`src/rtl/serial_subtractor.sv`:
```
// Bit-serial subtractor: computes a-b one bit per clock, LSB first, and
// presents the registered difference with borrow, overflow and zero flags.
module serial_subtractor #(
  parameter int WIDTH = 8
) (
  input  logic             clk,
  input  logic             rst_n,
  input  logic             start,
  input  logic [WIDTH-1:0] a,
  input  logic [WIDTH-1:0] b,
  output logic             busy,
  output logic             done,
  output logic [WIDTH-1:0] f,
  output logic             bout,
  output logic             ovf,
  output logic             zero
);

  typedef enum logic [1:0] {IDLE, SHIFT, DONE} state_t;

  localparam int CW = $clog2(WIDTH) + 1;
  localparam logic [CW-1:0] LAST = CW'(WIDTH - 1);

  state_t           state_q, state_d;
  logic [WIDTH-1:0] a_sh_q, a_sh_d;
  logic [WIDTH-1:0] b_sh_q, b_sh_d;
  logic [WIDTH-1:0] res_q, res_d;
  logic [CW-1:0]    cnt_q, cnt_d;
  logic             br_q, br_d;
  logic [WIDTH-1:0] f_q, f_d;
  logic             bout_q, bout_d;
  logic             ovf_q, ovf_d;
  logic             zero_q, zero_d;

  logic a_bit, b_bit, diff_bit, br_next;

  // On the last edge the shift registers hold the original sign bits in bit 0,
  // so overflow can be judged without keeping a separate copy of the operands.
  assign a_bit    = a_sh_q[0];
  assign b_bit    = b_sh_q[0];
  assign diff_bit = a_bit ^ b_bit ^ br_q;
  assign br_next  = (~a_bit & b_bit) | (~(a_bit ^ b_bit) & br_q);

  always_comb begin
    state_d = state_q;
    a_sh_d  = a_sh_q;
    b_sh_d  = b_sh_q;
    res_d   = res_q;
    cnt_d   = cnt_q;
    br_d    = br_q;
    f_d     = f_q;
    bout_d  = bout_q;
    ovf_d   = ovf_q;
    zero_d  = zero_q;

    case (state_q)
      IDLE: begin
        if (start) begin
          a_sh_d  = a;
          b_sh_d  = b;
          br_d    = 1'b0;
          cnt_d   = '0;
          state_d = SHIFT;
        end
      end
      SHIFT: begin
        a_sh_d            = a_sh_q >> 1;
        b_sh_d            = b_sh_q >> 1;
        res_d             = res_q >> 1;
        res_d[WIDTH-1]    = diff_bit;
        br_d              = br_next;
        cnt_d             = cnt_q + 1'b1;
        if (cnt_q == LAST) begin
          f_d     = res_d;
          bout_d  = br_next;
          ovf_d   = (a_bit != b_bit) && (diff_bit != a_bit);
          zero_d  = (res_d == '0);
          state_d = DONE;
        end
      end
      DONE: begin
        state_d = IDLE;
      end
      default: begin
        state_d = IDLE;
      end
    endcase
  end

  always_ff @(posedge clk or negedge rst_n) begin
    if (!rst_n) begin
      state_q <= IDLE;
      a_sh_q  <= '0;
      b_sh_q  <= '0;
      res_q   <= '0;
      cnt_q   <= '0;
      br_q    <= 1'b0;
      f_q     <= '0;
      bout_q  <= 1'b0;
      ovf_q   <= 1'b0;
      zero_q  <= 1'b1;
    end else begin
      state_q <= state_d;
      a_sh_q  <= a_sh_d;
      b_sh_q  <= b_sh_d;
      res_q   <= res_d;
      cnt_q   <= cnt_d;
      br_q    <= br_d;
      f_q     <= f_d;
      bout_q  <= bout_d;
      ovf_q   <= ovf_d;
      zero_q  <= zero_d;
    end
  end

  assign busy = (state_q == SHIFT);
  assign done = (state_q == DONE);
  assign f    = f_q;
  assign bout = bout_q;
  assign ovf  = ovf_q;
  assign zero = zero_q;

endmodule

```
`config.mk`:
```
export PLATFORM = sky130hd
export DESIGN_NAME = serial_subtractor
export DESIGN_NICKNAME = d
export VERILOG_FILES = /design/src/rtl/serial_subtractor.sv
export SDC_FILE = /design/constraint.sdc
export NUM_CORES = 1
export LEC_CHECK = 0
export BUFFER_PORTS_ARGS = -buffer_cell sky130_fd_sc_hd__buf_2
export CAP_MARGIN = 0
export CORE_ASPECT_RATIO = 0.8
export CORE_MARGIN = 2
export CORE_UTILIZATION = 49
export DETAILED_ROUTE_END_ITERATION = 16
export GPL_TIMING_DRIVEN = 0
export PLACE_DENSITY = 0.71
export SYNTH_ARGS = -nofsm -noshare
export SYNTH_HDL_FRONTEND = slang
export SYNTH_SLANG_ARGS = --single-unit
```
`constraint.sdc`:
```
create_clock -name clk -period 1.65 [get_ports clk]
set_input_delay 0.165 -clock clk [delete_from_list [all_inputs] [get_ports clk]]
set_output_delay 0.165 -clock clk [all_outputs]
set_load 0.005 [all_outputs]
```
==> implementation parameters <==
Parameter                              Value

Run status
  Run status ... finished with violations
  Violated checks ... hold timing

GRT
  Number of global-route vias before repair ... approximately 1300
  Antenna violations before repair ... 0
  GRT Overall Usage ... 0.190
  GRT Residual Overflow ... 0
  Wire length of the first global-routing pass ... slightly below 6000 um
  Largest net degree at the start of global routing ... 42

Route
  Antenna-violating nets left ... 0
  Average wire length per cell after detail routing ... 14.2 um
  Via count ... around 1300
  First-pass iteration count of the detailed router ... 5
  Routed WL ... 3450 um
  Final routed DRC violation total ... 0
  Drt first-iter violations ... roughly 130
  Via density per instance ... between 5 and 6

Critical path
  Class of the most critical setup path ... flop to flop
  Signal arrival time at the worst endpoint ... 1.77 ns
  FF-to-FF End ... ovf
  R2R setup slack ... around 0.065 ns
  Required time reported for the critical path endpoint ... between 1.5 and 2 ns
  Critical path startpoint category ... flop
  Worst reg2reg startpoint ... br_q
  Length in cells of the worst reg-to-reg path ... 4
  Type of destination of the critical path ... flop
  Critical Path Fanout Max ... 4

Power
  Maximum vdd ir drop ... 0.000814 V
  Power per cell area ... 1930 mW/mm^2
  Power share of the combinational group ... 0.378
  Fraction of power consumed by the clock network ... 0.201
  Net Sw Frac ... 0.350
  Pint ... ~2.7 mW
  Static leakage ... 1.03 nW
  Seq pwr share ... 0.421
  Switching pwr ... 1.44 mW

STA
  Final slew viol count ... 0
  Final Hold Vio Count ... 11
  Min cycle time layout ... roughly 1.6 ns
  Slew Limit Headroom ... 0.404
  Number of endpoints failing setup at the final stage ... 0
  Worst Skew ... 0.00671 ns
  Fin crit share ... 0.961
  Achievable Freq ... 631 MHz
  Unrepaired setup endpoints after global routing ... no
  Slew at the pin closest to its max-slew limit ... a little under 0.9 ns
  Sum of negative setup slack ... 0 ns
  Smallest hold slack ... -0.00969 ns

Final layout
  Commonest cells after routing, fill and taps aside ... sky130_fd_sc_hd__dfrtp_1, sky130_fd_sc_hd__buf_2, sky130_fd_sc_hd__nand2_1
  Filler Cells Inserted ... approximately 300
  Final net count ... 221
  Non-filler cells in the finished layout ... roughly 240
  Fraction of layout cells with a size suffix above 1 ... 0.315
  Area of the multi-input gates ... ~700 sq um
  Share of the core filled with cells ... 0.615
  ANT cells ... 0
  Commonest non-fill, non-tap cell in the layout ... sky130_fd_sc_hd__dfrtp_1
  Synth-to-layout area growth ... 18.6%
  FF+latch area ... 0.00103 sq mm

Clock tree
  Insertion delay of the later-clocked pin in the worst-skew pair ... about 0.29 ns
  Total CTS buffers ... 5
  H-tree depth ... 2
  Clock transition at the register clock pins on the worst setup and hold paths after CTS ... around 0.08 ns
  CTS tree ... built
  Number of clock sinks ... 41
  Number of hold-repair buffers added at the cts stage ... 0
  Number of buffers between clock root and the deepest sink ... 2
  Clk Tree Root Cell ... sky130_fd_sc_hd__clkbuf_8

Floorplan
  I/O pin count ... 32
  Vert. Die Dim ... between 50 and 60 um
  Site Rows ... 19
  Starting density of the core ... 0.519
  Total Die Area ... around 0.0042 sq mm
  Horizontal die dimension ... ~72 um
  Placeable core region ... around 0.0035 sq mm

Synthesis
  Post-synth net total ... 182
  Async S/R FF share, synth ... 1.00
  Cell count after synthesis ... 160
  Cells taking the most area after synthesis ... sky130_fd_sc_hd__dfrtp_1, sky130_fd_sc_hd__nand2_1, sky130_fd_sc_hd__mux2_2
  Most used flip-flop cell after synthesis ... sky130_fd_sc_hd__dfrtp_1
  Cell area after synthesis ... 0.00180 sq mm
  Sequential share of the synthesized area ... 0.571
  Register bit count reported by yosys ... ~40
  Cell type with the largest total area after synthesis ... sky130_fd_sc_hd__dfrtp_1
  Syn_area_per_cell ... roughly 11 sq um
  Area share of the leading cell type in the synthesized netlist ... 0.556
  Count of different cell masters after synthesis ... 29
  Number of enable flip-flop cells after synthesis ... 0
  Yosys synthesis warning count ... 0

Placement
  HPWL Detailed ... ~2500 um
  RePlAce Congestion ... 0.767
  Cell Count Post-Placement ... 233
  Quantity of I/O buffers inserted on ports ... 31

Min path
  Tightest Hold Check Type ... input pin to async pin

Flow run
  Number of max-cap violations ... 0
metal layers:
metal / vias up / share of wire / global-route usage
met1: 636 / 0.50 / 0.261
met4: 0 / 0.015 / 0.0889
met3: 7 / 0.041 / 0.0452
met2: 28 / 0.45 / 0.287
li1: 634 / - / -
met5: - / 0 / 0
logic make-up (layout without fill, tap and decap cells):
logic type,after synthesis,after routing,synth area share
flip-flops,41,41,0.571
AND/OR/NAND/NOR,51,51,0.136
buffers and inverters,12,52,0.0382
adder cells (fa/ha/maj),3,3,0.0250
AO/OA/AOI/OAI,40,40,0.151
multiplexers,12,12,0.0744
XOR/XNOR,1,1,0.00487
repair_timing:
action / in CTS / in global routing
gates resized for setup: 0 / 1
setup buffers: 0 / 1
pin swaps: 1 / 0
endpoints found under the setup margin: 1 / 2
worst max-delay path by stage:
stage	startpoint	end	slack (ns)	cells after the start
3_5_place_dp	a_sh_q[0]	ovf	-0.02	5
6_report	br_q	ovf	0.06	4
5_1_grt	b_sh_q[0]	ovf	0.01	4
2_1_floorplan	a_sh_q[0]	ovf	0.07	5
3_3_place_gp	a_sh_q[0]	ovf	-0.02	5
4_1_cts	a_sh_q[0]	ovf	0.04	5
layout make-up:
type                            count  share of cell area
Buffer                              9              0.0270
Clock buffer                        7              0.0404
Clock inverter                      1              0.0141
Inverter                            3             0.00528
Multi-Input combinational cell    107               0.331
Sequential cell                    41               0.481
Tap cell                           42              0.0246
Timing Repair Buffer               32              0.0762
state kept, by name, indices dropped and copies added, names as in the netlist:
register / count
a_sh_q: 8
b_sh_q: 8
f: 8
res_q: 7
cnt_q: 4
state_q: 2
bout: 1
br_q: 1
ovf: 1
zero: 1
worst max-delay path, stage by stage (launching register included):
cell and delay [ns]:
sky130_fd_sc_hd__dfrtp_1 0.41, sky130_fd_sc_hd__fa_2 0.62, sky130_fd_sc_hd__xor2_1 0.14, sky130_fd_sc_hd__nor2_1 0.05, sky130_fd_sc_hd__mux2_2 0.25
per-stage QoR:
stage	setup WS, ns	hold slack (ns)	power, mW	area (sq um)
6_report	0.0647	-0.00969	4.13	2130
3_3_place_gp	-0.0181	0.326	3.22	2010
2_1_floorplan	0.0737	-0.131	2.81	1800
4_1_cts	0.0373	0.0206	4.13	2120
3_5_place_dp	-0.0203	0.341	3.30	2010
5_1_grt	0.0145	0.0612	4.46	2130
synth_stat cells, types with 2 or more instances:
| library cell | instances |
|---|---|
| sky130_fd_sc_hd__buf_4 | 3 |
| sky130_fd_sc_hd__buf_2 | 4 |
| sky130_fd_sc_hd__o21ai_0 | 15 |
| sky130_fd_sc_hd__dfrtp_1 | 40 |
| sky130_fd_sc_hd__a22o_1 | 5 |
| sky130_fd_sc_hd__mux2_2 | 11 |
| sky130_fd_sc_hd__nand3_1 | 3 |
| sky130_fd_sc_hd__a21oi_1 | 3 |
| sky130_fd_sc_hd__ha_1 | 2 |
| sky130_fd_sc_hd__nor2_1 | 4 |
| sky130_fd_sc_hd__nor2b_1 | 5 |
| sky130_fd_sc_hd__a22oi_1 | 14 |
| sky130_fd_sc_hd__nand2_1 | 33 |
| sky130_fd_sc_hd__inv_1 | 3 |
power by group through the flow:
stage | logic [mW] | clock network (mW) | registers [mW]
floorplan | 1.12 | 0 | 1.70
global placement | 1.49 | 0 | 1.73
detailed placement | 1.54 | 0 | 1.76
CTS | 1.55 | 0.849 | 1.74
global route | 1.78 | 0.894 | 1.79
finish | 1.56 | 0.830 | 1.74
Note: power is estimated with default switching activity, not from simulation.
